<file path="src/rtl/password_lock_ctrl_if.sv">
// Keypad/status bundle for password_lock_ctrl: key strobe toward the lock, lock status back.
interface password_lock_ctrl_if;
    logic       key_pressed;
    logic [3:0] key_value;
    logic       unlock;
    logic       alarm;
    logic [1:0] fail_cnt;
    logic [2:0] digit_cnt;
    logic [2:0] state;

    modport master (output key_pressed, key_value,
                    input  unlock, alarm, fail_cnt, digit_cnt, state);
    modport slave  (input  key_pressed, key_value,
                    output unlock, alarm, fail_cnt, digit_cnt, state);
endinterface

</file>
<file path="src/rtl/password_lock_ctrl.sv">
// Four-digit keypad lock with failure lockout and timed unlock.
// Define PW_CHANGE_EN to allow changing the stored password from UNLOCKED.
module password_lock_ctrl #(
    parameter logic [15:0] DEFAULT_PW    = 16'h1234,
    parameter int          MAX_FAIL      = 3,
    parameter int          UNLOCK_CYCLES = 500,
    parameter int          LOCK_CYCLES   = 1000
) (
    input logic                 clk,
    input logic                 rst_n,
    password_lock_ctrl_if.slave bus
);
    typedef enum logic [2:0] {
        S_IDLE     = 3'd0,
        S_CHECK    = 3'd1,
        S_UNLOCKED = 3'd2,
        S_LOCKOUT  = 3'd3,
        S_NEWPW    = 3'd4
    } state_t;

    localparam int             TMAX        = (UNLOCK_CYCLES > LOCK_CYCLES) ? UNLOCK_CYCLES : LOCK_CYCLES;
    localparam int             TW          = $clog2(TMAX);
    localparam logic [TW-1:0]  UNLOCK_LAST = TW'(UNLOCK_CYCLES - 1);
    localparam logic [TW-1:0]  LOCK_LAST   = TW'(LOCK_CYCLES - 1);
    localparam logic [1:0]     FAIL_LIMIT  = 2'(MAX_FAIL);

    state_t        r_state;
    logic          r_unlock;
    logic          r_alarm;
    logic [1:0]    r_fail_cnt;
    logic [2:0]    r_digit_cnt;
    logic [15:0]   r_entry;
    logic [TW-1:0] r_timer;

    logic          w_digit;
    logic          w_enter;
    logic          w_clear;
    logic          w_room;
    logic          w_pass;
    logic [3:0]    w_slot;
    logic [1:0]    w_fail_next;
    logic [15:0]   w_pw;

    assign w_digit     = bus.key_pressed && (bus.key_value <= 4'd9);
    assign w_enter     = bus.key_pressed && (bus.key_value == 4'hA);
    assign w_clear     = bus.key_pressed && (bus.key_value == 4'hB);
    assign w_room      = (r_digit_cnt != 3'd4);
    // digit0 lands in the top nibble, so slot n sits at bit 4*(3-n)
    assign w_slot      = {2'd3 - r_digit_cnt[1:0], 2'b00};
    assign w_pass      = (r_digit_cnt == 3'd4) && (r_entry == w_pw);
    assign w_fail_next = (r_fail_cnt == FAIL_LIMIT) ? r_fail_cnt : r_fail_cnt + 2'd1;

`ifdef PW_CHANGE_EN
    logic        w_change;
    logic [15:0] r_pw;
    assign w_change = bus.key_pressed && (bus.key_value == 4'hC);
    assign w_pw     = r_pw;
`else
    assign w_pw     = DEFAULT_PW;
`endif

    always_ff @(posedge clk or negedge rst_n) begin
        if (!rst_n) begin
            r_state     <= S_IDLE;
            r_unlock    <= 1'b0;
            r_alarm     <= 1'b0;
            r_fail_cnt  <= 2'd0;
            r_digit_cnt <= 3'd0;
            r_entry     <= 16'h0;
            r_timer     <= '0;
`ifdef PW_CHANGE_EN
            r_pw        <= DEFAULT_PW;
`endif
        end else begin
            case (r_state)
                S_IDLE: begin
                    if (w_digit) begin
                        if (w_room) begin
                            r_entry[w_slot +: 4] <= bus.key_value;
                            r_digit_cnt          <= r_digit_cnt + 3'd1;
                        end
                    end else if (w_clear) begin
                        r_digit_cnt <= 3'd0;
                        r_entry     <= 16'h0;
                    end else if (w_enter) begin
                        r_state <= S_CHECK;
                    end
                end
                S_CHECK: begin
                    r_digit_cnt <= 3'd0;
                    r_entry     <= 16'h0;
                    r_timer     <= '0;
                    if (w_pass) begin
                        r_state    <= S_UNLOCKED;
                        r_unlock   <= 1'b1;
                        r_fail_cnt <= 2'd0;
                    end else begin
                        r_fail_cnt <= w_fail_next;
                        if (w_fail_next == FAIL_LIMIT) begin
                            r_state <= S_LOCKOUT;
                            r_alarm <= 1'b1;
                        end else begin
                            r_state <= S_IDLE;
                        end
                    end
                end
                S_UNLOCKED: begin
                    // timeout takes priority so the open window never exceeds UNLOCK_CYCLES
                    if (w_clear || (r_timer == UNLOCK_LAST)) begin
                        r_state  <= S_IDLE;
                        r_unlock <= 1'b0;
                    end
`ifdef PW_CHANGE_EN
                    else if (w_change) begin
                        r_state     <= S_NEWPW;
                        r_unlock    <= 1'b0;
                        r_digit_cnt <= 3'd0;
                        r_entry     <= 16'h0;
                    end
`endif
                    else begin
                        r_timer <= r_timer + 1'b1;
                    end
                end
                S_LOCKOUT: begin
                    if (r_timer == LOCK_LAST) begin
                        r_state    <= S_IDLE;
                        r_alarm    <= 1'b0;
                        r_fail_cnt <= 2'd0;
                    end else begin
                        r_timer <= r_timer + 1'b1;
                    end
                end
`ifdef PW_CHANGE_EN
                S_NEWPW: begin
                    if (w_digit) begin
                        if (w_room) begin
                            r_entry[w_slot +: 4] <= bus.key_value;
                            r_digit_cnt          <= r_digit_cnt + 3'd1;
                        end
                    end else if (w_clear || w_enter) begin
                        if (w_enter && !w_room)
                            r_pw <= r_entry;
                        r_state     <= S_IDLE;
                        r_digit_cnt <= 3'd0;
                        r_entry     <= 16'h0;
                    end
                end
`endif
                default: r_state <= S_IDLE;
            endcase
        end
    end

    assign bus.unlock    = r_unlock;
    assign bus.alarm     = r_alarm;
    assign bus.fail_cnt  = r_fail_cnt;
    assign bus.digit_cnt = r_digit_cnt;
    assign bus.state     = r_state;
endmodule

</file>
<file path="src/flat_wrapper.sv">
// flat-port wrapper written by rule: the top's interface ports become plain ports
module password_lock_ctrl_flat 
#(
    parameter logic [15:0] DEFAULT_PW    = 16'h1234,
    parameter int          MAX_FAIL      = 3,
    parameter int          UNLOCK_CYCLES = 500,
    parameter int          LOCK_CYCLES   = 1000
)
  (clk, rst_n, bus_key_pressed, bus_key_value, bus_unlock, bus_alarm, bus_fail_cnt, bus_digit_cnt, bus_state);
  password_lock_ctrl_if bus_i ();
  input logic clk;
  input logic rst_n;
  input wire logic [$bits(bus_i.key_pressed)-1:0] bus_key_pressed;
  input wire logic [$bits(bus_i.key_value)-1:0] bus_key_value;
  output wire logic [$bits(bus_i.unlock)-1:0] bus_unlock;
  output wire logic [$bits(bus_i.alarm)-1:0] bus_alarm;
  output wire logic [$bits(bus_i.fail_cnt)-1:0] bus_fail_cnt;
  output wire logic [$bits(bus_i.digit_cnt)-1:0] bus_digit_cnt;
  output wire logic [$bits(bus_i.state)-1:0] bus_state;
  assign bus_i.key_pressed = bus_key_pressed;
  assign bus_i.key_value = bus_key_value;
  assign bus_unlock = bus_i.unlock;
  assign bus_alarm = bus_i.alarm;
  assign bus_fail_cnt = bus_i.fail_cnt;
  assign bus_digit_cnt = bus_i.digit_cnt;
  assign bus_state = bus_i.state;
  password_lock_ctrl #(.DEFAULT_PW(DEFAULT_PW), .MAX_FAIL(MAX_FAIL), .UNLOCK_CYCLES(UNLOCK_CYCLES), .LOCK_CYCLES(LOCK_CYCLES)) u_core (.clk(clk), .rst_n(rst_n), .bus(bus_i));
endmodule
</file>
<file path="config.mk">
export PLATFORM = sky130hd
export DESIGN_NAME = password_lock_ctrl_flat
export DESIGN_NICKNAME = d
export VERILOG_FILES = /design/src/rtl/password_lock_ctrl_if.sv /design/src/rtl/password_lock_ctrl.sv /design/src/flat_wrapper.sv
export SDC_FILE = /design/constraint.sdc
export NUM_CORES = 1
export LEC_CHECK = 0
export CAP_MARGIN = 20
export CORE_UTILIZATION = 58
export DETAILED_ROUTE_END_ITERATION = 8
export GPL_TIMING_DRIVEN = 0
export HOLD_SLACK_MARGIN = 0.05
export PLACE_DENSITY_LB_ADDON = 0.2
export SLEW_MARGIN = 15
export SYNTH_ARGS = -nofsm -noshare
export SYNTH_HDL_FRONTEND = slang
export SYNTH_SLANG_ARGS = --single-unit
</file>
<file path="constraint.sdc">
create_clock -name clk -period 2.1 [get_ports clk]
set_input_delay 0.42 -clock clk [delete_from_list [all_inputs] [get_ports clk]]
set_output_delay 0.42 -clock clk [all_outputs]
set_load 0.02 [all_outputs]
</file>
==> flow_summary.toml, run 1 <==
[outcome]
status = "finished, final reports clean"

[power]
p_per_area_mw_per_mm2 = 962
p_leak_nw = 1.09
peakVddDrop_mv = 0.929

[clocking]
cts_buffer_depth = 2
numCtsBuffers = 5
cts_tree = "done"
cts-hold-fix-buffers = 0
clock_sinks = 35
cts_max_level = 2
root_buffer = "clkbuf_4"
clkTransAtPathRegs_ns = 0.11
clock_latency_ns = 0.33

[placed_design]
io_buffers = 13
detailedPlacementHpwl_mm = 3.26
routabilityCongestion = 0.925
preCtsSetupSlack_ns = -0.441

[sta]
finalSetupViolCount = 0
fmax_ghz = 0.494
worst_slew_pin_slew_ns = 0.754
slew_viol_final = 0
clock_skew_ns = 0.00877
period_minus_slack_ns = 2.03
setup_slack_ns = 0.0739
final-hold-violation-count = 0
slew_headroom_pct = 49.7
hold_slack_ns = 0.139
fin_crit_sh_pct = 96.5

[worst_setup_path]
r2r-start = "u_core.bus.state[0]$_DFFE_PN0P_"
critPathMaxStageDelay_ns = 0.54
path_class = "flop to flop"
crit_path_max_fanout = 8
startpoint_type = "flop"
crit_path_start = "u_core.bus.state[0]$_DFFE_PN0P_"
crit_chain = "inv_2 > ha_4 > inv_1 > or4_1 > o211ai_2 > or2_1 > buf_6 > o31ai_1"
required_ns = 2.33
critical-path-top-delay-family = "simple AND/OR/NAND/NOR gates"
critPathBufInv = 3
worst_ep_arrival_time_ns = 2.25
end_kind = "flop"
crit_path_top_delay_cell = "or4_1"

[yosys]
synth_edf_count = 0
ys_warn_count = 0
synth_top_cell_by_area = "dfrtp_1"
yosysSeqAreaShare_pct = 41.5
postSynthRegisterBits = 35
synth.distinct_cells = 57
ys.flop_type = "dfrtp_1"
syn_inst = 212
netlist_area_sq_mm = 0.00211
ys_async_sr_fraction_pct = 100
synth_fp_nets = 229
syn_avg_cell_area_sq_um = 9.95
synthTopCellsByArea = "dfrtp_1, a22o_1, ha_1, o21ai_0, nor2_1"
synth.top_cell.area_share_pct = 41.5

[route]
wl_per_cell_um = 16.7
via_per_inst = 6.30
drc_errors = 0
firstDrtPassIters = 4
wirelength_mm = 4.71
ant_nets = 0
vias = 1776
drt_iter0_drc = 119

[die]
core_area_sq_mm = 0.00342
design.die.area_sq_mm = 0.00388
start_util_pct = 61.8
num_rows = 21
chipHeight_um = 62.3
pin_count = 17
die_x_um = 62.3

[flow_run]
cap_violations = 0

[cells_and_area]
drive_above_1_share_pct = 20.3
area_growth_pct = 16.2
fin_nets = 253
fin_util_pct = 71.8
diodes = 0

[global_routing]
grt_overflow_total = 0
grt_max_degree = 36
grt_pass1_wl_mm = 8.16
grt_pass1_vias = 1786
track_usage_pct = 26.7
antenna_found_initial = 0

[worst_hold_path]
hold_class = "input port to asynchronous set/reset pin"
==> worst register-to-register path: stages, from the launching register on <==
cell and delay, ns:
dfrtp_1 0.44, inv_2 0.10, ha_4 0.16, inv_1 0.06, or4_1 0.54, o211ai_2 0.25, or2_1 0.16, buf_6 0.14
o31ai_1 0.08
==> power breakdown <==
| part | switching (W) | internal [W] |
|---|---|---|
| sequential | 0.000101 | 0.000773 |
| clock | 0.000213 | 0.000126 |
| combinational | 0.000664 | 0.000481 |
| total | 0.000978 | 0.00138 |
==> registers in the layout, summed over array words and instances, names as in the netlist <==
signal and count:
u_core.bus.unlock 1, u_core.r_entry 16, u_core.bus.alarm 1, u_core.bus.digit_cnt 3, u_core.bus.state 2, u_core.r_timer 10, u_core.bus.fail_cnt 2
==> final timing paths <==
kind,end,slack [ns],cells after the start
max,u_core.r_timer[6]$_DFFE_PN0P_,0.07,8
min,u_core.r_timer[6]$_DFFE_PN0P_,0.14,1
max reg2reg,u_core.r_timer[6]$_DFFE_PN0P_,0.07,8
min reg2reg,u_core.r_timer[8]$_DFFE_PN0P_,0.49,1
max in group asynchronous,u_core.bus.state[1]$_DFFE_PN0P_,1.42,1
min in group clk,u_core.r_entry[12]$_DFFE_PN0P_,0.46,2
==> layout by cell type, fill, tap and decap left out, types with 3 or more instances in the layout <==
cell type         n
and3_1            3
clkdlybuf4s50_1   9
nand3_1           8
dfrtp_1          32
nand2b_1          4
inv_1            11
o31ai_1           5
nor2_1           16
clkbuf_4          5
buf_4             6
nand4_1           3
ha_1              7
nand2_2           3
a22o_1           16
dfrtp_2           3
o21ai_0          14
nand2_1          12
clkbuf_1          3
dlymetal6s2s_1    3
a31oi_1           3
o31ai_2           4
o21a_1            5
==> layout make-up <==
cell class	count	area, sq um
multi-input cells	157	1210
fillers	275	965
flip-flops and latches	35	880
repair buffers	17	163
well taps	46	57.6
plain buffers	7	51.3
inverters	13	48.8
clock buffers	7	45.0
==> timing repair <==
action                                  4_1_cts  5_1_grt
resized for setup                             3       23
pin swaps                                     1        3
buffers inserted                              3        1
endpoints found under the hold margin         0        0
endpoints found under the setup margin       22       24
==> routing by layer <==
layer	wire length [um]	global-route usage [%]	share of wire, %
met1	2170	37.3	46
met2	2240	41.2	48
met5	0	0	0
met4	48	8.43	1.0
met3	250	6.07	5.3
==> synthesized netlist by cell type, types with 4 or more instances <==
| cell type | instances |
|---|---|
| a22o_1 | 16 |
| dfrtp_1 | 35 |
| ha_1 | 10 |
| inv_1 | 13 |
| nand2_1 | 14 |
| nand2b_1 | 4 |
| nand3_1 | 8 |
| nor2_1 | 16 |
| o21a_1 | 5 |
| o21ai_0 | 15 |
| o31ai_1 | 6 |
==> kinds of logic after synthesis <==
kind of cell,Yosys count,synth area share [%]
adder cells (fa/ha/maj),10,5.93
other,1,0.178
buffers and inverters,20,4.45
AO/OA/AOI/OAI,71,26.2
flip-flops,35,41.5
multiplexers,5,2.73
AND/OR/NAND/NOR,70,19.0
==> metrics by stage <==
stage | power, W | setup TNS (ns) | instance area, sq um | std cells
CTS | 0.00228 | 0 | 2370 | 281
global route | 0.00251 | -0.00463 | 2450 | 282
floorplan | 0.00162 | 0 | 2110 | 212
global placement | 0.00188 | -7.64 | 2300 | 271
detailed placement | 0.00193 | -6.69 | 2290 | 271
finish | 0.00236 | 0 | 2450 | 282
Note: power is estimated with default switching activity, not from simulation.
==> run 2, diff against run 1 <==
--- a/config.mk
+++ b/config.mk
@@ -11,7 +11,7 @@
 export GPL_TIMING_DRIVEN = 0
 export HOLD_SLACK_MARGIN = 0.05
 export PLACE_DENSITY_LB_ADDON = 0.2
-export SLEW_MARGIN = 15
+export SLEW_MARGIN = 20
 export SYNTH_ARGS = -nofsm -noshare
 export SYNTH_HDL_FRONTEND = slang
 export SYNTH_SLANG_ARGS = --single-unit
==> flow_summary.toml, run 2 (same netlist as run 1, synthesis figures left out) <==
[power]
p_leak_nw = 1.10
peakVddDrop_mv = 0.767
p_per_area_mw_per_mm2 = 969

[worst_setup_path]
cp.depth = 6
required_ns = 2.32
critPathBufInv = 1
crit_path_top_delay_cell = "clkdlybuf4s50_1"
critPathMaxStageDelay_ns = 0.64
startpoint_type = "input port"
end_kind = "flop"
r2r-start = "u_core.bus.state[0]$_DFFE_PN0P_"
crit_path_max_fanout = 8
crit_chain = "clkdlybuf4s50_1 > o21a_1 > nor3_2 > or3_4 > o211a_1 > a211o_1"
crit_end = "u_core.bus.digit_cnt[2]$_DFFE_PN0P_"
r2r-end = "u_core.r_timer[8]$_DFFE_PN0P_"
critical-path-top-delay-family = "compound AO/OA/AOI/OAI gates"
worst_ep_arrival_time_ns = 2.27
r2r_slack_ns = 0.08
rr_worst_depth = 7
path_class = "input port to flop"
crit_path_start = "bus_key_value[1]"

[clocking]
cts_max_level = 2
clkTransAtPathRegs_ns = 0.11
cts_buffer_depth = 2
clock_sinks = 35
root_buffer = "clkbuf_4"
clock_latency_ns = 0.33
numCtsBuffers = 5
cts_tree = "done"

[die]
core_area_sq_mm = 0.00342
design.die.area_sq_mm = 0.00388
num_rows = 21
chipHeight_um = 62.3
die_x_um = 62.3
pin_count = 17
start_util_pct = 61.8

[route]
wl_met1_mm = 2.25
wirelength_mm = 4.83
topRoutingLayerUsed = "met4"
wl_per_cell_um = 17.0
via_per_inst = 6.20
met2_length_mm = 2.33
firstDrtPassIters = 4
ant_nets = 0
route.met3.wl_um = 208
vias = 1760
drc_errors = 0
drt_iter0_drc = 101

[sta]
worst_slew_pin_slew_ns = 0.531
fin_crit_sh_pct = 97.5
period_minus_slack_ns = 2.05
slew_viol_final = 0
final-hold-violation-count = 0
fmax_ghz = 0.488
clock_skew_ns = 0.00986
finalSetupViolCount = 0
slew_headroom_pct = 64.5

[cells_and_area]
regMostFlops = "u_core.r_entry"
mostFrequentLayoutCells = "dfrtp_1, a22o_1, nor2_1, o21ai_0, nand2_1"
diodes = 0
largest_reg_flops = 16
fin_nets = 255
fin_util_pct = 73.4
drive_above_1_share_pct = 21.8
stdcell_area_sq_mm = 0.00251
area_growth_pct = 18.8
final_common_cell = "dfrtp_1"

[outcome]
status = "finished, final reports clean"

[global_routing]
grt_overflow_total = 0
grt_max_degree = 22
grt_pass1_vias = 1733
antenna_found_initial = 0
grt_pass1_wl_mm = 8.14
track_usage_pct = 26.8

[placed_design]
routabilityCongestion = 0.925
placed_cell_area_sq_mm = 0.00232
detailedPlacementHpwl_mm = 3.42
io_buffers = 13

[worst_hold_path]
hold_class = "input port to flop"

[flow_run]
cap_violations = 0
## run 2: changes by cell type in the layout (fill, tap and decap cells not counted), sizes merged
cell           change
clkdlybuf4s50      +1
clkinv             +1
dlygate4sd3        +1
clkbuf             -1
buf                +1
dlymetal6s2s       -1
## run 2: area by class of cell
| class | instances | area (sq um) |
|---|---|---|
| multi-input combinational | 157 | 1210 |
| tap | 46 | 57.6 |
| clock inverter | 1 | 5.00 |
| sequential | 35 | 880 |
| timing repair buffer | 19 | 198 |
| inverter | 13 | 48.8 |
| fill | 257 | 910 |
| clock buffer | 6 | 51.3 |
| buffer | 7 | 51.3 |
## run 2: per-stage QoR
step                hold WS, ns  power [W]  setup TNS, ns  cells  worst slack (ns)
finish                    0.452    0.00243              0    284            0.0518
global route              0.446    0.00260        -0.0123    284          -0.00682
CTS                       0.450    0.00233              0    281           0.00831
detailed placement        0.369    0.00194          -7.45    272            -0.472
global placement          0.468    0.00188          -7.64    271            -0.419
floorplan                 0.124    0.00162              0    212            0.0842
## run 2: how the worst min path moves through the flow
stage	depth (start not counted)	startpoint	endpoint
after global routing	2	bus_key_value[0]	u_core.r_entry[0]$_DFFE_PN0P_
after global placement	1	u_core.r_timer[8]$_DFFE_PN0P_	u_core.r_timer[8]$_DFFE_PN0P_
after CTS	2	bus_key_value[0]	u_core.r_entry[0]$_DFFE_PN0P_
final	2	bus_key_value[0]	u_core.r_entry[12]$_DFFE_PN0P_
after floorplan	0	rst_n	u_core.bus.alarm$_DFFE_PN0P_
after detailed placement	1	rst_n	u_core.r_timer[6]$_DFFE_PN0P_
## run 2: routing by layer
layer | up-vias | global-route usage, %
li1 | 844 | -
met5 | - | 0
met4 | 0 | 10.5
met3 | 4 | 4.41
met1 | 865 | 37.6
met2 | 47 | 41.5
## run 2: what timing repair did
item,in CTS,in global routing
endpoints found under the setup margin,24,26
hold endpoints to repair,14,0
resized for setup,4,22
hold buffers,1,0
setup buffers,1,3
pin swaps,0,4
## run 2: where the power goes
part           internal (W)  switching, W
combinational      0.000505      0.000671
clock              0.000155      0.000225
sequential         0.000773     0.0000990
total               0.00143      0.000996
## run 2: worst reg2reg max path, stage by stage, from the launching register on
cell	delay, ns
dfrtp_1	0.44
ha_1	0.26
and4b_1	0.24
a41oi_2	0.25
o211ai_4	0.12
or2_1	0.23
buf_6	0.14
o31ai_1	0.24
